File: src/rtl/odo_sched_pkg.sv
// Shared types and widths for the odo work scheduler and its found-nonce FIFO.
package odo_sched_pkg;

   localparam int unsigned NONCE_W  = 32;
   localparam int unsigned HEADER_W = 608;
   localparam int unsigned TARGET_W = 256;
   localparam int unsigned PIPE_W   = NONCE_W + HEADER_W;

   typedef enum logic [1:0] {
      ST_IDLE = 2'd0,
      ST_RUN  = 2'd1,
      ST_DONE = 2'd2
   } sched_state_t;

   // Word presented to the hashing pipeline; nonce occupies the upper bits.
   typedef struct packed {
      logic [NONCE_W-1:0]  nonce;
      logic [HEADER_W-1:0] header;
   } pipe_word_t;

   function automatic logic [NONCE_W-1:0] nonce_inc(input logic [NONCE_W-1:0] n);
      return n + NONCE_W'(1);
   endfunction

endpackage

File: src/rtl/found_fifo.sv
// Small synchronous FIFO holding winning nonces; head, full and empty are registered.
module found_fifo #(
   parameter int unsigned WIDTH = 32,
   parameter int unsigned DEPTH = 4
) (
   input  logic             clk,
   input  logic             rst_n,
   input  logic             push,
   input  logic [WIDTH-1:0] din,
   input  logic             pop,
   output logic [WIDTH-1:0] head,
   output logic             full,
   output logic             empty
);

   localparam int unsigned PTR_W = (DEPTH > 1) ? $clog2(DEPTH) : 1;
   localparam int unsigned CNT_W = $clog2(DEPTH + 1);

   logic [WIDTH-1:0] mem [DEPTH];
   logic [PTR_W-1:0] wr_ptr, rd_ptr, wr_ptr_n, rd_ptr_n;
   logic [CNT_W-1:0] count, count_n;
   logic             push_ok, pop_ok;
   logic [WIDTH-1:0] head_n;

   function automatic logic [PTR_W-1:0] ptr_inc(input logic [PTR_W-1:0] p);
      return (p == PTR_W'(DEPTH - 1)) ? '0 : p + PTR_W'(1);
   endfunction

   // A pop while full frees the slot for a same-cycle push.
   always_comb begin
      pop_ok   = pop && !empty;
      push_ok  = push && (!full || pop_ok);
      wr_ptr_n = push_ok ? ptr_inc(wr_ptr) : wr_ptr;
      rd_ptr_n = pop_ok ? ptr_inc(rd_ptr) : rd_ptr;
      count_n  = count + CNT_W'(push_ok) - CNT_W'(pop_ok);
      head_n   = (push_ok && (wr_ptr == rd_ptr_n)) ? din : mem[rd_ptr_n];
   end

   always_ff @(posedge clk or negedge rst_n) begin
      if (!rst_n) begin
         for (int i = 0; i < int'(DEPTH); i++) mem[i] <= '0;
         wr_ptr <= '0;
         rd_ptr <= '0;
         count  <= '0;
         head   <= '0;
         full   <= 1'b0;
         empty  <= 1'b1;
      end else begin
         if (push_ok) mem[wr_ptr] <= din;
         wr_ptr <= wr_ptr_n;
         rd_ptr <= rd_ptr_n;
         count  <= count_n;
         head   <= head_n;
         full   <= (count_n == CNT_W'(DEPTH));
         empty  <= (count_n == '0);
      end
   end

endmodule

File: src/rtl/odo_work_sched.sv
// Work scheduler: paces nonce issue into the hashing pipeline, tracks work epochs
// so stale results are dropped, and queues winning nonces for the host.
module odo_work_sched
   import odo_sched_pkg::*;
#(
   parameter int unsigned THROUGHPUT   = 8,
   parameter int unsigned MAX_INFLIGHT = 255,
   parameter int unsigned FIFO_DEPTH   = 4
) (
   input  logic                clk,
   input  logic                rst_n,
   input  logic                work_load,
   input  logic [HEADER_W-1:0] work_header,
   input  logic [TARGET_W-1:0] work_target,
   input  logic [NONCE_W-1:0]  work_nonce,
   output logic [PIPE_W-1:0]   pipe_in,
   output logic                pipe_read,
   output logic [TARGET_W-1:0] pipe_target,
   input  logic                pipe_res,
   input  logic                pipe_write,
   output logic                found_valid,
   output logic [NONCE_W-1:0]  found_nonce,
   input  logic                found_ready,
   output logic                found_overflow,
   output logic                busy,
   output logic                exhausted
);

   localparam int unsigned SLOT_W = (THROUGHPUT > 1) ? $clog2(THROUGHPUT) : 1;
   localparam int unsigned CNT_W  = $clog2(MAX_INFLIGHT + 1);
   localparam logic [NONCE_W-1:0] NONCE_LAST = '1;

   sched_state_t        state, state_n;
   logic [SLOT_W-1:0]   slot, slot_n;
   logic [CNT_W-1:0]    outstanding, outstanding_n;
   logic [CNT_W-1:0]    discard, discard_n;
   logic [NONCE_W-1:0]  issue_nonce, issue_nonce_n;
   logic [NONCE_W-1:0]  ret_nonce, ret_nonce_n;
   logic [HEADER_W-1:0] header, header_n;
   pipe_word_t          word_n;
   logic                overflow_n;
   logic                write_ok_c, push_c, pop_c, drop_c;
   logic                issue_d_c, busy_d_c, exhausted_d_c;
   logic                fifo_full, fifo_empty;

   // State register
   always_ff @(posedge clk or negedge rst_n) begin
      if (!rst_n) begin
         state <= ST_IDLE;
         slot  <= '0;
      end else begin
         state <= state_n;
         slot  <= slot_n;
      end
   end

   // Next state; slot 0 is held while the in-flight limit blocks an issue.
   always_comb begin
      state_n = state;
      slot_n  = slot;
      if (work_load) begin
         state_n = ST_RUN;
         slot_n  = '0;
      end else if (state == ST_RUN) begin
         if (pipe_read && (issue_nonce == NONCE_LAST)) begin
            state_n = ST_DONE;
            slot_n  = '0;
         end else if ((slot == '0) && !pipe_read) begin
            slot_n = '0;
         end else if (slot == SLOT_W'(THROUGHPUT - 1)) begin
            slot_n = '0;
         end else begin
            slot_n = slot + SLOT_W'(1);
         end
      end else begin
         slot_n = '0;
      end
   end

   // Outputs are decided one cycle ahead so the issue strobe is a flop.
   always_comb begin
      issue_d_c     = (state_n == ST_RUN) && (slot_n == '0) &&
                      (outstanding_n < CNT_W'(MAX_INFLIGHT));
      busy_d_c      = (state_n == ST_RUN);
      exhausted_d_c = (state_n == ST_DONE);
   end

   // In-flight accounting, epoch discard and result nonce tracking.
   always_comb begin
      write_ok_c    = pipe_write && (outstanding != '0);
      outstanding_n = outstanding + CNT_W'(pipe_read) - CNT_W'(write_ok_c);
      discard_n     = discard;
      ret_nonce_n   = ret_nonce;
      push_c        = 1'b0;
      if (work_load) begin
         discard_n   = outstanding_n;
         ret_nonce_n = work_nonce;
      end else if (write_ok_c) begin
         if (discard != '0) begin
            discard_n = discard - CNT_W'(1);
         end else begin
            push_c      = pipe_res;
            ret_nonce_n = nonce_inc(ret_nonce);
         end
      end
      pop_c         = found_ready && found_valid;
      drop_c        = push_c && fifo_full && !pop_c;
      overflow_n    = work_load ? 1'b0 : (found_overflow || drop_c);
      issue_nonce_n = work_load ? work_nonce :
                      (pipe_read ? nonce_inc(issue_nonce) : issue_nonce);
      header_n      = work_load ? work_header : header;
      word_n.nonce  = issue_nonce_n;
      word_n.header = header_n;
   end

   always_ff @(posedge clk or negedge rst_n) begin
      if (!rst_n) begin
         outstanding    <= '0;
         discard        <= '0;
         issue_nonce    <= '0;
         ret_nonce      <= '0;
         header         <= '0;
         found_overflow <= 1'b0;
      end else begin
         outstanding    <= outstanding_n;
         discard        <= discard_n;
         issue_nonce    <= issue_nonce_n;
         ret_nonce      <= ret_nonce_n;
         header         <= header_n;
         found_overflow <= overflow_n;
      end
   end

   // Pipeline-facing registers
   always_ff @(posedge clk or negedge rst_n) begin
      if (!rst_n) begin
         pipe_read   <= 1'b0;
         pipe_in     <= '0;
         pipe_target <= '0;
         busy        <= 1'b0;
         exhausted   <= 1'b0;
      end else begin
         pipe_read <= issue_d_c;
         busy      <= busy_d_c;
         exhausted <= exhausted_d_c;
         if (issue_d_c) pipe_in <= word_n;
         if (work_load) pipe_target <= work_target;
      end
   end

   found_fifo #(
      .WIDTH (NONCE_W),
      .DEPTH (FIFO_DEPTH)
   ) u_found_fifo (
      .clk   (clk),
      .rst_n (rst_n),
      .push  (push_c),
      .din   (ret_nonce),
      .pop   (pop_c),
      .head  (found_nonce),
      .full  (fifo_full),
      .empty (fifo_empty)
   );

   assign found_valid = !fifo_empty;

endmodule

File: config.mk
export PLATFORM = sky130hd
export DESIGN_NAME = odo_work_sched
export DESIGN_NICKNAME = d
export VERILOG_FILES = /design/src/rtl/odo_sched_pkg.sv /design/src/rtl/found_fifo.sv /design/src/rtl/odo_work_sched.sv
export SDC_FILE = /design/constraint.sdc
export NUM_CORES = 2
export LEC_CHECK = 0
export CAP_MARGIN = 15
export CORE_AREA = 2 2 705 707
export CTS_BUF_LIST = sky130_fd_sc_hd__clkbuf_8
export DETAILED_ROUTE_END_ITERATION = 8
export DIE_AREA = 0 0 707 709
export MAX_ROUTING_LAYER = met4
export PLACE_DENSITY = 0.36
export SYNTH_ARGS = -nofsm -noshare
export SYNTH_HDL_FRONTEND = slang
export SYNTH_SLANG_ARGS = --single-unit
File: constraint.sdc
create_clock -name clk -period 4.7 [get_ports clk]
set_input_delay 0.705 -clock clk [delete_from_list [all_inputs] [get_ports clk]]
set_output_delay 0.705 -clock clk [all_outputs]
set_load 0.03 [all_outputs]
# Yosys cells after proc, flatten, opt, wreduce, memory -nomap -nowiden
# Index checks and enable logic that the tools add are counted.
# classes
muxes	31
div_mod_pow	0
shift	0
addsub	10
bitwise_logic	2
eq_ne	10
n_mul	0
reduce_logical	27
order_cmp	4
# op_table
operator	count
608-bit two-way mux	1
32-bit two-way mux	9
128-bit bitwise mux	1
32-bit by 1-bit adder with 32-bit output (second input constant)	2
32-bit binary-select mux with 2-bit select	1
32-bit demux with 2-bit select	1
32-bit equality test (second input constant)	1
8-bit two-way mux	3
8-bit nonzero test	2
3-bit two-way mux	5
1-bit logical AND	12
2-bit two-way mux	6
3-bit zero test	3
8-bit by 1-bit adder with 8-bit output	1
8-bit < comparator (second input constant)	1
8-bit by 1-bit subtractor with 8-bit output	1
8-bit by 1-bit subtractor with 8-bit output (second input constant)	1
2-bit equality test (second input constant)	3
3-bit equality test (second input constant)	2
3-bit >= comparator (second input constant)	2
2-bit NOT with 3-bit output	2
2-bit by 1-bit adder with 2-bit output (second input constant)	2
2-bit by 1-bit equality test with 1-bit output (second input constant)	2
1-bit zero test	4
10 further kinds	16
# totals
ram_bits	0
romBits	0
latchBits	0
input_bits	902
memories	0
ff_bits	1762

# Depth between registers and ports, before layout
# depth
ltp_word	9
ltp_mapped	17
ltp_nobuf	14

# Hierarchy
# Synthesis repeated with hierarchy kept, for this count alone.
# hier_totals
hier_cells	4177
hier_area_um2	70629.0
# modules_own_cells
module	area_each_um2	cells_each	n_inst	seq_area_each_um2
odo_work_sched	63194.4	3688	1	39863.2
found_fifo	7434.6	489	1	4230.3

# Worst setup path after synthesis
# Ideal clock, no wire load.
# synth_timing
kind	in2reg
start	input port pipe_write
end	register pipe_in[100]
stages	16
setup_time_ns	0.125
setup_slack_ns	1.024
arrival_ns	3.551
path_cell_list	inv_1 a41oi_1 ha_1 inv_1 ha_1 inv_1 fa_1 nor2b_1 o311ai_0 mux2i_1 nand2_1 a31oi_1 buf_2 buf_2 buf_4 mux2_2
# synth_via
elab_chain_cells	4
# synth_rtl
item	line	source
start, declared	odo_work_sched.sv:20	input logic pipe_write,
1-bit logical AND	odo_work_sched.sv:90	write_ok_c = pipe_write && (outstanding != '0);
8-bit by 1-bit subtractor with 8-bit output	odo_work_sched.sv:91	outstanding_n = outstanding + CNT_W'(pipe_read) - CNT_W'(write_ok_c);
net outstanding_n[6]	odo_work_sched.sv:35	logic [CNT_W-1:0] outstanding, outstanding_n;
8-bit < comparator	odo_work_sched.sv:83	(outstanding_n < CNT_W'(MAX_INFLIGHT));
1-bit logical AND	odo_work_sched.sv:82	issue_d_c = (state_n == ST_RUN) && (slot_n == '0) &&
end signal, assigned	odo_work_sched.sv:146	if (issue_d_c) pipe_in <= word_n;
end, declared	odo_work_sched.sv:16	output logic [PIPE_W-1:0] pipe_in,
# The timed path passes the listed nets, and every way through them passes these cells.
# A chain may end at the register's enable or synchronous reset.

# Worst setup path in the final report
# layout_timing
start	register outstanding[2]
end	register pipe_in[95]
# layout_via
elab_chain_cells	5
# layout_rtl
item	line	source
start, declared	odo_work_sched.sv:35	
start signal, assigned	odo_work_sched.sv:125	outstanding <= outstanding_n;
parallel branches: the longest is 2 deep, another holds 8-bit by 1-bit adder with 8-bit output	--	
8-bit by 1-bit subtractor with 8-bit output (*)	odo_work_sched.sv:91	
net outstanding_n[4]	odo_work_sched.sv:35	
8-bit < comparator (*)	odo_work_sched.sv:83	
1-bit logical AND (*)	odo_work_sched.sv:82	
# Mark *: on every way through the listed nets, which the timed path passes.

==> impl_metrics.ini <==
[status]
run_status = complete, no violations

[cells_and_area]
n_fill_cell = 52621
final_nets = 7339
postLayoutCoreUtil_pct = 20.9
synthToLayoutAreaGrowth_pct = 51.7
ratio_of_cells_with_drive_above_1_in_the_final_layout_pct = 35.6
layout.cells.non_filler = 13307

[grt]
grt_util_met3_pct = 6.56
vias_in_the_first_global_route = 49484
groute.layer.met1.usage_pct = 14.8
grt_first_pass_wirelength_mm = 476
global_route.peak_usage_layer = met2
globalRouteTotalUtil_pct = 14.5
grt_overflow_total = 0
grt_antenna_before_repair = 233
grt_util_met2_pct = 24.8
grt_start_max_net_pins = 138

[drt]
via_per_inst = 3.44
detailedRoute.firstIterationViolations = 1937
dr_vias = 45752
drtAntennaViolNets = 0
route.final.wire_length_mm = 365
post_drt_wl_per_cell_um = 27.4
drt_drc_violations_left = 0
first_drt_pass_iteration_count = 6

[cts]
clkSlewWorstSetupHoldPaths_ps = 60
clock_sink_total = 1762
number_of_buffers_added_by_the_clock_tree_synthesis_step = 353
clock_latency_ps = 1120
clk_root_buffer_cell = sky130_fd_sc_hd__clkbuf_8
cts_tree = yes
clock_tree.htree_level_count = 5
clock_tree.buffer_depth = 4
postCtsSetupRepairBufs = 0

[power]
p_per_area_nw_per_um2 = 606
irDropWorstVdd_v = 0.000375
leakagePower_nw = 41.8
total_power_mw = 62.4

[die]
die-width_um = 707
die_h_um = 709
io_pins = 1835
core_um2 = 493000
placement_rows = 258
start_util_pct = 13.8
design.die.area_um2 = 501000

[synth]
sequential_to_total_area_share_from_yosys_stat_pct = 64.9
syn-instance-count = 4275
post_synthesis_instance_area_um2 = 67900
synth.yosys.warnings = 0
postSynthRegisterBits = 1762
synthesized_nets = 5204
ys_types = 51
postSynth.topFlopCell = sky130_fd_sc_hd__dfrtp_1
synth-async-reset-ratio_pct = 100
syn_avg_cell_area_um2 = 15.9
synth-edff-count = 0

[sta]
timing.final.hold_violations = 0
setup_viol = 0
rsz_0062_raised_after_global_routing = false
final_max_slew_viol_count = 0
tightestPinTransition_ps = 1040
min_period_over_period_pct = 88.4
layout_min_cycle_time_ps = 4150
timing.slew.headroom_pct = 30.3
worst_skew_ps = 111
max_freq_ghz = 0.241
totalNegativeSetupSlack_ps = 0

[placed_design]
place_inst = 12526
io_buffers = 1834
routability_congestion = 0.911
dp_hpwl_mm = 293

[job]
maxCapViolCount = 0

[worst_setup_path]
setup.worst_path.class = reg2reg
critPathCaptureType = flop
startpoint_type_of_the_worst_setup_path = flop
cp.arrival_ps = 5060
timing.critical_path.required_ps = 5610
critPathMaxFanout = 15

[min_path]
hold_class = in2reg
-- cell usage after synthesis, drive strengths merged, types with 5 or more instances --
cell | n | area share [%]
nor4 | 6 | 0.055
a21oi | 18 | 0.13
o21ai | 13 | 0.096
and2 | 7 | 0.064
xor2 | 23 | 0.30
and4 | 11 | 0.14
nand3 | 29 | 0.21
nor2 | 26 | 0.14
clkbuf | 147 | 0.81
ha | 25 | 0.46
nand2b | 5 | 0.046
a31oi | 35 | 0.32
inv | 34 | 0.19
and3 | 50 | 0.46
mux2 | 1710 | 28
xnor2 | 53 | 0.68
nand2 | 162 | 0.90
dfrtp | 1761 | 65
buf | 93 | 0.95
nand4 | 26 | 0.24
-- path summary, 6_finish.rpt --
| path | startpoint | endpoint | slack [ps] | cells past startpoint |
|---|---|---|---|---|
| min | work_target[209] | pipe_target[209] | 210 | 2 |
| max reg2reg | outstanding[2] | pipe_in[95] | 550 | 18 |
| min in group asynchronous | rst_n | header[80] | 360 | 2 |
| max | outstanding[2] | pipe_in[95] | 550 | 18 |
| max in group asynchronous | rst_n | header[533] | 2910 | 3 |
| min reg2reg | header[323] | header[323] | 490 | 1 |
-- final cells by class --
cell class	instances	area, um2	area share (%)
clock inverter	181	1120	1.09
antenna	115	288	0.279
sequential	1762	44100	42.8
tap	6500	8130	7.89
inverter	34	128	0.124
clock buffer	456	6280	6.09
timing repair buffer	2020	20400	19.9
multi-input combinational	2239	22500	21.9
-- where the power goes --
part           switching, mW  total (mW)  leakage, nW  internal [mW]
Combinational           14.3        24.6         16.6           10.3
Sequential              2.21        21.1         20.9           18.9
Clock                   7.52        16.7         4.26           9.20
Total                   24.0        62.4         41.8           38.4
-- stage by stage --
| step | worst slack, ps | cell area, um2 | hold slack (ps) |
|---|---|---|---|
| detailed placement | -299 | 95000 | 481 |
| finish | 547 | 103000 | 214 |
| CTS | 432 | 103000 | 0.00444 |
| global route | 288 | 103000 | 68.0 |
| global placement | -528 | 95000 | 475 |
| floorplan | 1020 | 67900 | 409 |
-- layer usage --
metal,part of all wire (%),vias up
met5,0,-
met4,2.9,0
met3,10,623
met2,51,1775
met1,36,23746
li1,-,19608
-- placed cells by master (no fill, tap or decap), types with 9 or more instances in the layout --
cell type / count
sky130_fd_sc_hd__clkdlybuf4s50_1: 1832
sky130_fd_sc_hd__dfrtp_1: 1761
sky130_fd_sc_hd__mux2_2: 1703
sky130_fd_sc_hd__clkbuf_8: 456
sky130_fd_sc_hd__nand2_1: 162
sky130_fd_sc_hd__inv_1: 155
sky130_fd_sc_hd__diode_2: 115
sky130_fd_sc_hd__buf_4: 109
sky130_fd_sc_hd__xnor2_1: 53
sky130_fd_sc_hd__and3_1: 50
sky130_fd_sc_hd__buf_12: 48
sky130_fd_sc_hd__a31oi_1: 34
sky130_fd_sc_hd__nand3_1: 29
sky130_fd_sc_hd__dlygate4sd3_1: 29
sky130_fd_sc_hd__nor2_1: 26
sky130_fd_sc_hd__nand4_1: 26
sky130_fd_sc_hd__ha_1: 25
sky130_fd_sc_hd__clkinv_2: 24
sky130_fd_sc_hd__xor2_1: 23
sky130_fd_sc_hd__a21oi_1: 18
sky130_fd_sc_hd__o21ai_0: 13
sky130_fd_sc_hd__and4_1: 11
sky130_fd_sc_hd__bufinv_16: 9
-- cells by family after synthesis --
kind of cell    count (synthesis)  synth area share [%]
buf+inv                       274                  1.95
flops                        1762                  64.9
mux                          1714                  28.4
xor+xnor                       76                 0.980
compound gates                 82                 0.748
fa+ha+maj                      27                 0.520
simple gates                  340                  2.46
-- state kept, by name (all words and copies together), names as in the netlist --
signal,count
pipe_read,1
outstanding,8
u_found_fifo.count,3
u_found_fifo.empty,1
u_found_fifo.head,32
u_found_fifo.full,1
u_found_fifo.wr_ptr,2
header,608
exhausted,1
pipe_in,640
state,2
pipe_target,256
discard,8
u_found_fifo.mem,128
slot,3
found_overflow,1
issue_nonce,32
busy,1
u_found_fifo.rd_ptr,2
ret_nonce,32
-- timing repair --
item	4_1_cts	5_1_grt
endpoints found under the setup margin	0	0
resized for setup	0	0
hold endpoints to repair	104	0
hold buffers	29	0
-- critical path, stage by stage (launching register included) --
cell                       delay (ps)
sky130_fd_sc_hd__dfrtp_1          360
sky130_fd_sc_hd__inv_1             70
sky130_fd_sc_hd__ha_1             200
sky130_fd_sc_hd__a41oi_1          240
sky130_fd_sc_hd__ha_1             290
sky130_fd_sc_hd__inv_1             80
sky130_fd_sc_hd__ha_1             190
sky130_fd_sc_hd__inv_1             90
sky130_fd_sc_hd__fa_1             420
sky130_fd_sc_hd__nor2b_1          170
sky130_fd_sc_hd__o31ai_1          100
sky130_fd_sc_hd__xnor2_1          150
sky130_fd_sc_hd__nor4bb_1         140
sky130_fd_sc_hd__buf_4            150
sky130_fd_sc_hd__a31oi_4          290
sky130_fd_sc_hd__buf_12           290
sky130_fd_sc_hd__buf_12           210
sky130_fd_sc_hd__buf_4            170
sky130_fd_sc_hd__mux2_2           350
No activity file was read; power rests on OpenSTA's default activity.
